**src/rtl/du_program_sequencer.sv**
```systemverilog
// du_program_sequencer
//   Debug-unit-side sequencer for the pipeline debug port. It loads a program
//   word by word into instruction memory at consecutive word addresses. It then
//   runs the pipeline until halt or until the cycle budget is used up. Finally
//   it streams a register-file dump followed by a data-memory dump.
//
//   Optional build macro: DU_SINGLE_STEP_EN
//     When defined, each i_step pulse in RUN enables the pipeline for one cycle.
//     When undefined, i_step is ignored and the pipeline runs continuously.
//
// Ports
//   i_clk, i_reset            clock (rising edge), synchronous active-high reset
//   i_load_valid/_data/_last  program word stream in; o_load_ready accepts it
//   i_run, i_step             start pulse (LOADED only), single-step pulse
//   i_du_halt                 pipeline halt flag
//   i_du_regs_mem_data        register readback
//   i_du_mem_data             data-memory readback
//   o_du_data                 instruction word to the pipeline
//   o_du_inst_addr_wr         write / readback address
//   o_du_write_en             instruction-memory write strobe
//   o_du_read_en              pipeline run enable
//   o_dump_valid/_data/_last  dump stream out; i_dump_ready accepts it
//   o_state                   FSM state encoding
//   o_cycle_count             run cycles elapsed
//   o_timeout                 sticky flag: the run ended on budget, not on halt
module du_program_sequencer #(
  parameter int DATA_W          = 32,
  parameter int ADDR_W          = 32,
  parameter int IMEM_DEPTH      = 64,
  parameter int NUM_REGS        = 32,
  parameter int DMEM_DUMP_WORDS = 16,
  parameter int MAX_RUN_CYCLES  = 1024
) (
  input  logic              i_clk,
  input  logic              i_reset,
  input  logic              i_load_valid,
  input  logic [DATA_W-1:0] i_load_data,
  input  logic              i_load_last,
  output logic              o_load_ready,
  input  logic              i_run,
  input  logic              i_step,
  input  logic              i_du_halt,
  input  logic [DATA_W-1:0] i_du_regs_mem_data,
  input  logic [DATA_W-1:0] i_du_mem_data,
  output logic [DATA_W-1:0] o_du_data,
  output logic [ADDR_W-1:0] o_du_inst_addr_wr,
  output logic              o_du_write_en,
  output logic              o_du_read_en,
  output logic              o_dump_valid,
  output logic [DATA_W-1:0] o_dump_data,
  output logic              o_dump_last,
  input  logic              i_dump_ready,
  output logic [2:0]        o_state,
  output logic [ADDR_W-1:0] o_cycle_count,
  output logic              o_timeout
);

  localparam int CNT_W    = $clog2(IMEM_DEPTH + 1);
  localparam int DUMP_MAX = (NUM_REGS > DMEM_DUMP_WORDS) ? NUM_REGS : DMEM_DUMP_WORDS;
  localparam int IDX_W    = $clog2(DUMP_MAX + 1);

  typedef enum logic [2:0] {
    S_IDLE      = 3'd0,
    S_LOAD      = 3'd1,
    S_LOADED    = 3'd2,
    S_RUN       = 3'd3,
    S_DUMP_REGS = 3'd4,
    S_DUMP_MEM  = 3'd5,
    S_DONE      = 3'd6
  } state_e;

  // Each dump index goes through three phases:
  //   PH_ADDR  - present the address,
  //   PH_CAPT  - capture the readback,
  //   PH_VALID - offer the captured word until it is accepted.
  typedef enum logic [1:0] {
    PH_ADDR  = 2'd0,
    PH_CAPT  = 2'd1,
    PH_VALID = 2'd2
  } phase_e;

  state_e            state_q, state_d;
  phase_e            phase_q, phase_d;
  logic [CNT_W-1:0]  word_cnt_q, word_cnt_d;
  logic [DATA_W-1:0] wdata_q, wdata_d;
  logic [ADDR_W-1:0] addr_q, addr_d;
  logic              wr_en_q, wr_en_d;
  logic [ADDR_W-1:0] cycle_q, cycle_d;
  logic              timeout_q, timeout_d;
  logic [IDX_W-1:0]  idx_q, idx_d;
  logic [DATA_W-1:0] dump_data_q, dump_data_d;

  logic load_ready;
  logic run_en;
  logic dumping;
  logic dump_valid;
  logic last_reg;
  logic last_mem;

  assign load_ready = ((state_q == S_IDLE) || (state_q == S_LOAD)) &&
                      (word_cnt_q < CNT_W'(IMEM_DEPTH));

`ifdef DU_SINGLE_STEP_EN
  assign run_en = (state_q == S_RUN) && i_step;
`else
  logic unused_step;
  assign unused_step = i_step;
  assign run_en      = (state_q == S_RUN);
`endif

  assign dumping    = (state_q == S_DUMP_REGS) || (state_q == S_DUMP_MEM);
  assign dump_valid = dumping && (phase_q == PH_VALID);
  assign last_reg   = (idx_q == IDX_W'(NUM_REGS - 1));
  assign last_mem   = (idx_q == IDX_W'(DMEM_DUMP_WORDS - 1));

  always_ff @(posedge i_clk) begin
    if (i_reset) begin
      state_q     <= S_IDLE;
      phase_q     <= PH_ADDR;
      word_cnt_q  <= '0;
      wdata_q     <= '0;
      addr_q      <= '0;
      wr_en_q     <= 1'b0;
      cycle_q     <= '0;
      timeout_q   <= 1'b0;
      idx_q       <= '0;
      dump_data_q <= '0;
    end else begin
      state_q     <= state_d;
      phase_q     <= phase_d;
      word_cnt_q  <= word_cnt_d;
      wdata_q     <= wdata_d;
      addr_q      <= addr_d;
      wr_en_q     <= wr_en_d;
      cycle_q     <= cycle_d;
      timeout_q   <= timeout_d;
      idx_q       <= idx_d;
      dump_data_q <= dump_data_d;
    end
  end

  always_comb begin
    state_d     = state_q;
    phase_d     = phase_q;
    word_cnt_d  = word_cnt_q;
    wdata_d     = wdata_q;
    addr_d      = addr_q;
    wr_en_d     = 1'b0;
    cycle_d     = cycle_q;
    timeout_d   = timeout_q;
    idx_d       = idx_q;
    dump_data_d = dump_data_q;

    unique case (state_q)
      S_IDLE, S_LOAD: begin
        if (i_load_valid && load_ready) begin
          wr_en_d    = 1'b1;
          wdata_d    = i_load_data;
          addr_d     = ADDR_W'(word_cnt_q) << 2;
          word_cnt_d = word_cnt_q + CNT_W'(1);
          if (i_load_last || (word_cnt_d == CNT_W'(IMEM_DEPTH))) state_d = S_LOADED;
          else                                                    state_d = S_LOAD;
        end
      end

      S_LOADED: begin
        if (i_run) begin
          state_d   = S_RUN;
          cycle_d   = '0;
          timeout_d = 1'b0;
        end
      end

      S_RUN: begin
        if (run_en) cycle_d = cycle_q + ADDR_W'(1);
        // Halt takes priority over the budget when both happen in the same cycle.
        if (i_du_halt || (run_en && (cycle_d == ADDR_W'(MAX_RUN_CYCLES)))) begin
          timeout_d = !i_du_halt;
          state_d   = S_DUMP_REGS;
          idx_d     = '0;
          phase_d   = PH_ADDR;
          addr_d    = '0;
        end
      end

      S_DUMP_REGS, S_DUMP_MEM: begin
        unique case (phase_q)
          PH_ADDR: phase_d = PH_CAPT;
          PH_CAPT: begin
            dump_data_d = (state_q == S_DUMP_REGS) ? i_du_regs_mem_data : i_du_mem_data;
            phase_d     = PH_VALID;
          end
          default: begin
            if (i_dump_ready) begin
              phase_d = PH_ADDR;
              if (state_q == S_DUMP_REGS) begin
                if (last_reg) begin
                  state_d = S_DUMP_MEM;
                  idx_d   = '0;
                  addr_d  = '0;
                end else begin
                  idx_d  = idx_q + IDX_W'(1);
                  addr_d = ADDR_W'(idx_d);
                end
              end else begin
                if (last_mem) begin
                  state_d = S_DONE;
                end else begin
                  idx_d  = idx_q + IDX_W'(1);
                  addr_d = ADDR_W'(idx_d) << 2;
                end
              end
            end
          end
        endcase
      end

      default: ;
    endcase
  end

  assign o_load_ready      = load_ready;
  assign o_du_data         = wdata_q;
  assign o_du_inst_addr_wr = addr_q;
  assign o_du_write_en     = wr_en_q;
  assign o_du_read_en      = run_en;
  assign o_dump_valid      = dump_valid;
  assign o_dump_data       = dump_data_q;
  assign o_dump_last       = dump_valid && (state_q == S_DUMP_MEM) && last_mem;
  assign o_state           = state_q;
  assign o_cycle_count     = cycle_q;
  assign o_timeout         = timeout_q;

endmodule

```
**config.mk**
```make
export PLATFORM = sky130hd
export DESIGN_NAME = du_program_sequencer
export DESIGN_NICKNAME = d
export VERILOG_FILES = /design/src/rtl/du_program_sequencer.sv
export SDC_FILE = /design/constraint.sdc
export NUM_CORES = 1
export LEC_CHECK = 0
export BUFFER_PORTS_ARGS = -buffer_cell sky130_fd_sc_hd__buf_2
export CORE_ASPECT_RATIO = 0.6
export CORE_MARGIN = 4
export CORE_UTILIZATION = 40
export CTS_CLUSTER_DIAMETER = 30
export DETAILED_ROUTE_END_ITERATION = 7
export GPL_ROUTABILITY_DRIVEN = 0
export HOLD_SLACK_MARGIN = 0.08
export PLACE_DENSITY = 0.75
export SYNTH_ARGS = -nofsm -noshare
export SYNTH_HDL_FRONTEND = slang
export SYNTH_SLANG_ARGS = --single-unit
```
**constraint.sdc**
```tcl
create_clock -name i_clk -period 5.8 [get_ports i_clk]
set_input_delay 0.87 -clock i_clk [delete_from_list [all_inputs] [get_ports i_clk]]
set_output_delay 0.87 -clock i_clk [all_outputs]
set_load 0.01 [all_outputs]
```
==> results.toml <==
[critical_path]
cpMaxStageDelayCell = "o31ai_4"
start_kind = "register"
crit_path_max_incr_delay_ps = 570
crit_arrival_ps = 3960
path_buf_inv = 0
r2r-start = "o_cycle_count[0]"
path_cells = "ha_1, and2_1, and4_1, nand4_1, a22o_1, or3_4, o31ai_4, nand2_1, a31o_1"
crit_family = "simple AND/OR/NAND/NOR gates"
crit_start = "o_cycle_count[0]"
worst_ep_required_time_ps = 6100
ff2ff_path_depth = 9
crit_type = "register to register"
crit_fanout = 15
worstReg2RegEnd = "idx_q[4]"
r2r_slack_ps = 2140
worst-path-stages = 9
crit_path_end = "idx_q[4]"
cp-end-kind = "register"

[synthesis]
netlist_area_um2 = 6500
yosysMostFrequentCell = "nand2_1"
yosysUniqueCellTypes = 59
syn_inst = 860
synth_fa_ha_area_share_pct = 0.577
ys_async_sr_fraction_pct = 0
synth_top_flop_cell = "dfxtp_1"
synthSimpleGateAreaFrac_pct = 25.1
ys_seq_area_share_pct = 38.5
synthTopCellsByArea = "dfxtp_1 (38%), nand2_1 (8.7%), a21oi_1 (6.4%)"
synth_top_family_by_area = "simple AND/OR/NAND/NOR gates"
yosys_warnings = 0
synthMuxAreaShare_pct = 1.88
postSynthAreaPerCell_um2 = 7.56
synth_common_cells = "nand2_1 (151), dfxtp_1 (125), a21oi_1 (83)"
synth.top_cell.area_share_pct = 38.5
synth-xor-area-share_pct = 2.56
synth_edf_count = 0
ys_ff_latch = 125
synth-compound-area-share_pct = 23.6
yosysTopAreaCell = "dfxtp_1"

[clocking]
cts_max_level = 4
cts_hold_buf = 0
cts_buffers = 17
cts-resized-gates = 0
cts.clk_slew.worst_paths_ps = 60
cts_max_path_buffers = 2
cts_root_buf = "clkbuf_16"
cts_tree = "done"
cts_setup_buffers = 0
numClockSinks = 125
clock_latency_ps = 410

[sta]
fin_crit_ps = 3660
final-setup-viol-count = 0
worstMarginPinSlew_ps = 1100
rsz0062_at_grt = "no"
post-route-period-util_pct = 63.1
hold_viol = 0
fmax_mhz = 273
drv_slew = 0
clock_skew_ps = 11.0
max_slew_margin_pct = 26.5
setup-tns-final_ps = 0

[grt]
grt_pass1_wl_mm = 32.9
track_usage_pct = 21.4
globalRouteOverflowTotal = 0
antenna_found_initial = 0
grt_max_degree = 68
grt_pass1_vias = 6305

[final_layout]
drive_above_1_share_pct = 25.9
areaGrowthSynthToFinish_pct = 25.2
antenna_cells = 0
instances_no_fill = 1245
fin_nets = 1136

[die]
die_h_um = 107
row_count = 35
core_region_area_um2 = 15600
ios = 241
dieArea_um2 = 18400
fp.dieW_um = 173
start_util_pct = 41.6

[power_and_ir_drop]
vdd_drop_max_mv = 0.132
leakage_uw = 0.00342
powerDensity_nw_per_um2 = 283

[routing]
final_antenna_net_count = 0
dr_total_vias = 6864
drt_iter0_drc = 790
routed_wl_mm = 20.1
routedWlPerCell_um = 16.1
drc = 0
dr.pass1.iters = 5
via_per_inst = 5.51

[placed_design]
portBuffers = 216
dp_hpwl_mm = 14.1
dp.cells = 1213

[job]
cap_violations = 0

[min_path]
hp-class = "register to register"

[outcome]
status = "finished clean"
where the power goes:
group          internal, uW  total (uW)  switching [uW]
combinational          93.5         259             166
clock                   721        1140             415
sequential              888         910            21.8
total                  1700        2300             602
tightest hold or removal path: cells and delay by family (launching register included):
kind	cells	cell delay [ps]
AND/OR/NAND/NOR	1	50
AO/OA/AOI/OAI	1	50
flip-flops	1	300
placed cells by master, fill, tap and decap left out, types with 4 or more instances in the layout:
cell type,instances
a211oi_1,4
a21oi_1,83
a311oi_1,43
a31oi_1,10
a41oi_1,4
and2_1,4
and3_1,16
and4_1,5
buf_2,215
buf_4,10
bufinv_16,4
clkbuf_16,17
clkinv_4,4
conb_1,23
dfxtp_1,125
inv_1,7
mux2i_1,10
nand2_1,151
nand3_1,22
nand4_1,17
nor2_1,81
nor3_1,20
nor4_1,4
o21ai_0,70
or3_1,6
or4_1,4
xnor2_1,12
xor2_1,7
kinds of logic after synthesis:
group | after synthesis
buffers and inverters | 106
muxes | 12
and+or+nand+nor | 350
other | 1
DFF | 125
adders and majority gates | 3
AOI/OAI and AO/OA | 244
xor gates and xnor gates | 19
area by class of cell:
type	count	area (um2)
repair buffers	225	1150
multi-input cells	651	3580
clock buffers	18	429
fillers	1536	7490
well taps	203	254
flip-flops and latches	125	2500
inverters	9	33.8
clock inverters	14	194
state kept, by name (all words and copies together) (netlist names):
register and cells:
o_dump_data 32, o_du_write_en 1, o_du_data 32, word_cnt_q 7, o_state 3, o_du_inst_addr_wr 9, o_timeout 1, phase_q 2
o_cycle_count 32, idx_q 6
how the worst min path moves through the flow:
stage	to	cells after the start	slack, ps	from
6_report	o_du_data[28]	2	450	o_du_data[28]
3_3_place_gp	o_du_data[31]	2	440	o_du_data[31]
3_5_place_dp	o_du_data[19]	2	440	o_du_data[19]
4_1_cts	o_du_data[19]	2	450	o_du_data[19]
5_1_grt	o_du_data[24]	2	470	o_du_data[24]
2_1_floorplan	idx_q[5]	2	460	idx_q[5]
stage by stage:
stage,cell area [um2],setup WS [ps],total power (uW),hold slack (ps),utilization (%)
3_3_place_gp,7520,2320,1180,439,48.1
4_1_cts,8150,2190,2330,452,52.1
2_1_floorplan,6590,2930,1090,464,-
6_report,8150,2140,2300,451,52.1
3_5_place_dp,7520,2220,1190,444,48.1
5_1_grt,8150,1820,2400,466,52.1
layer usage:
metal  up-vias  track usage [%]  wire (um)
met2       309             30.1       8490
met5         -                0          0
met1      3164             31.8       9510
met3        14             6.41       1940
li1       3377                -          -
met4         0             5.13        173
Note: power is estimated with default switching activity, not from simulation.
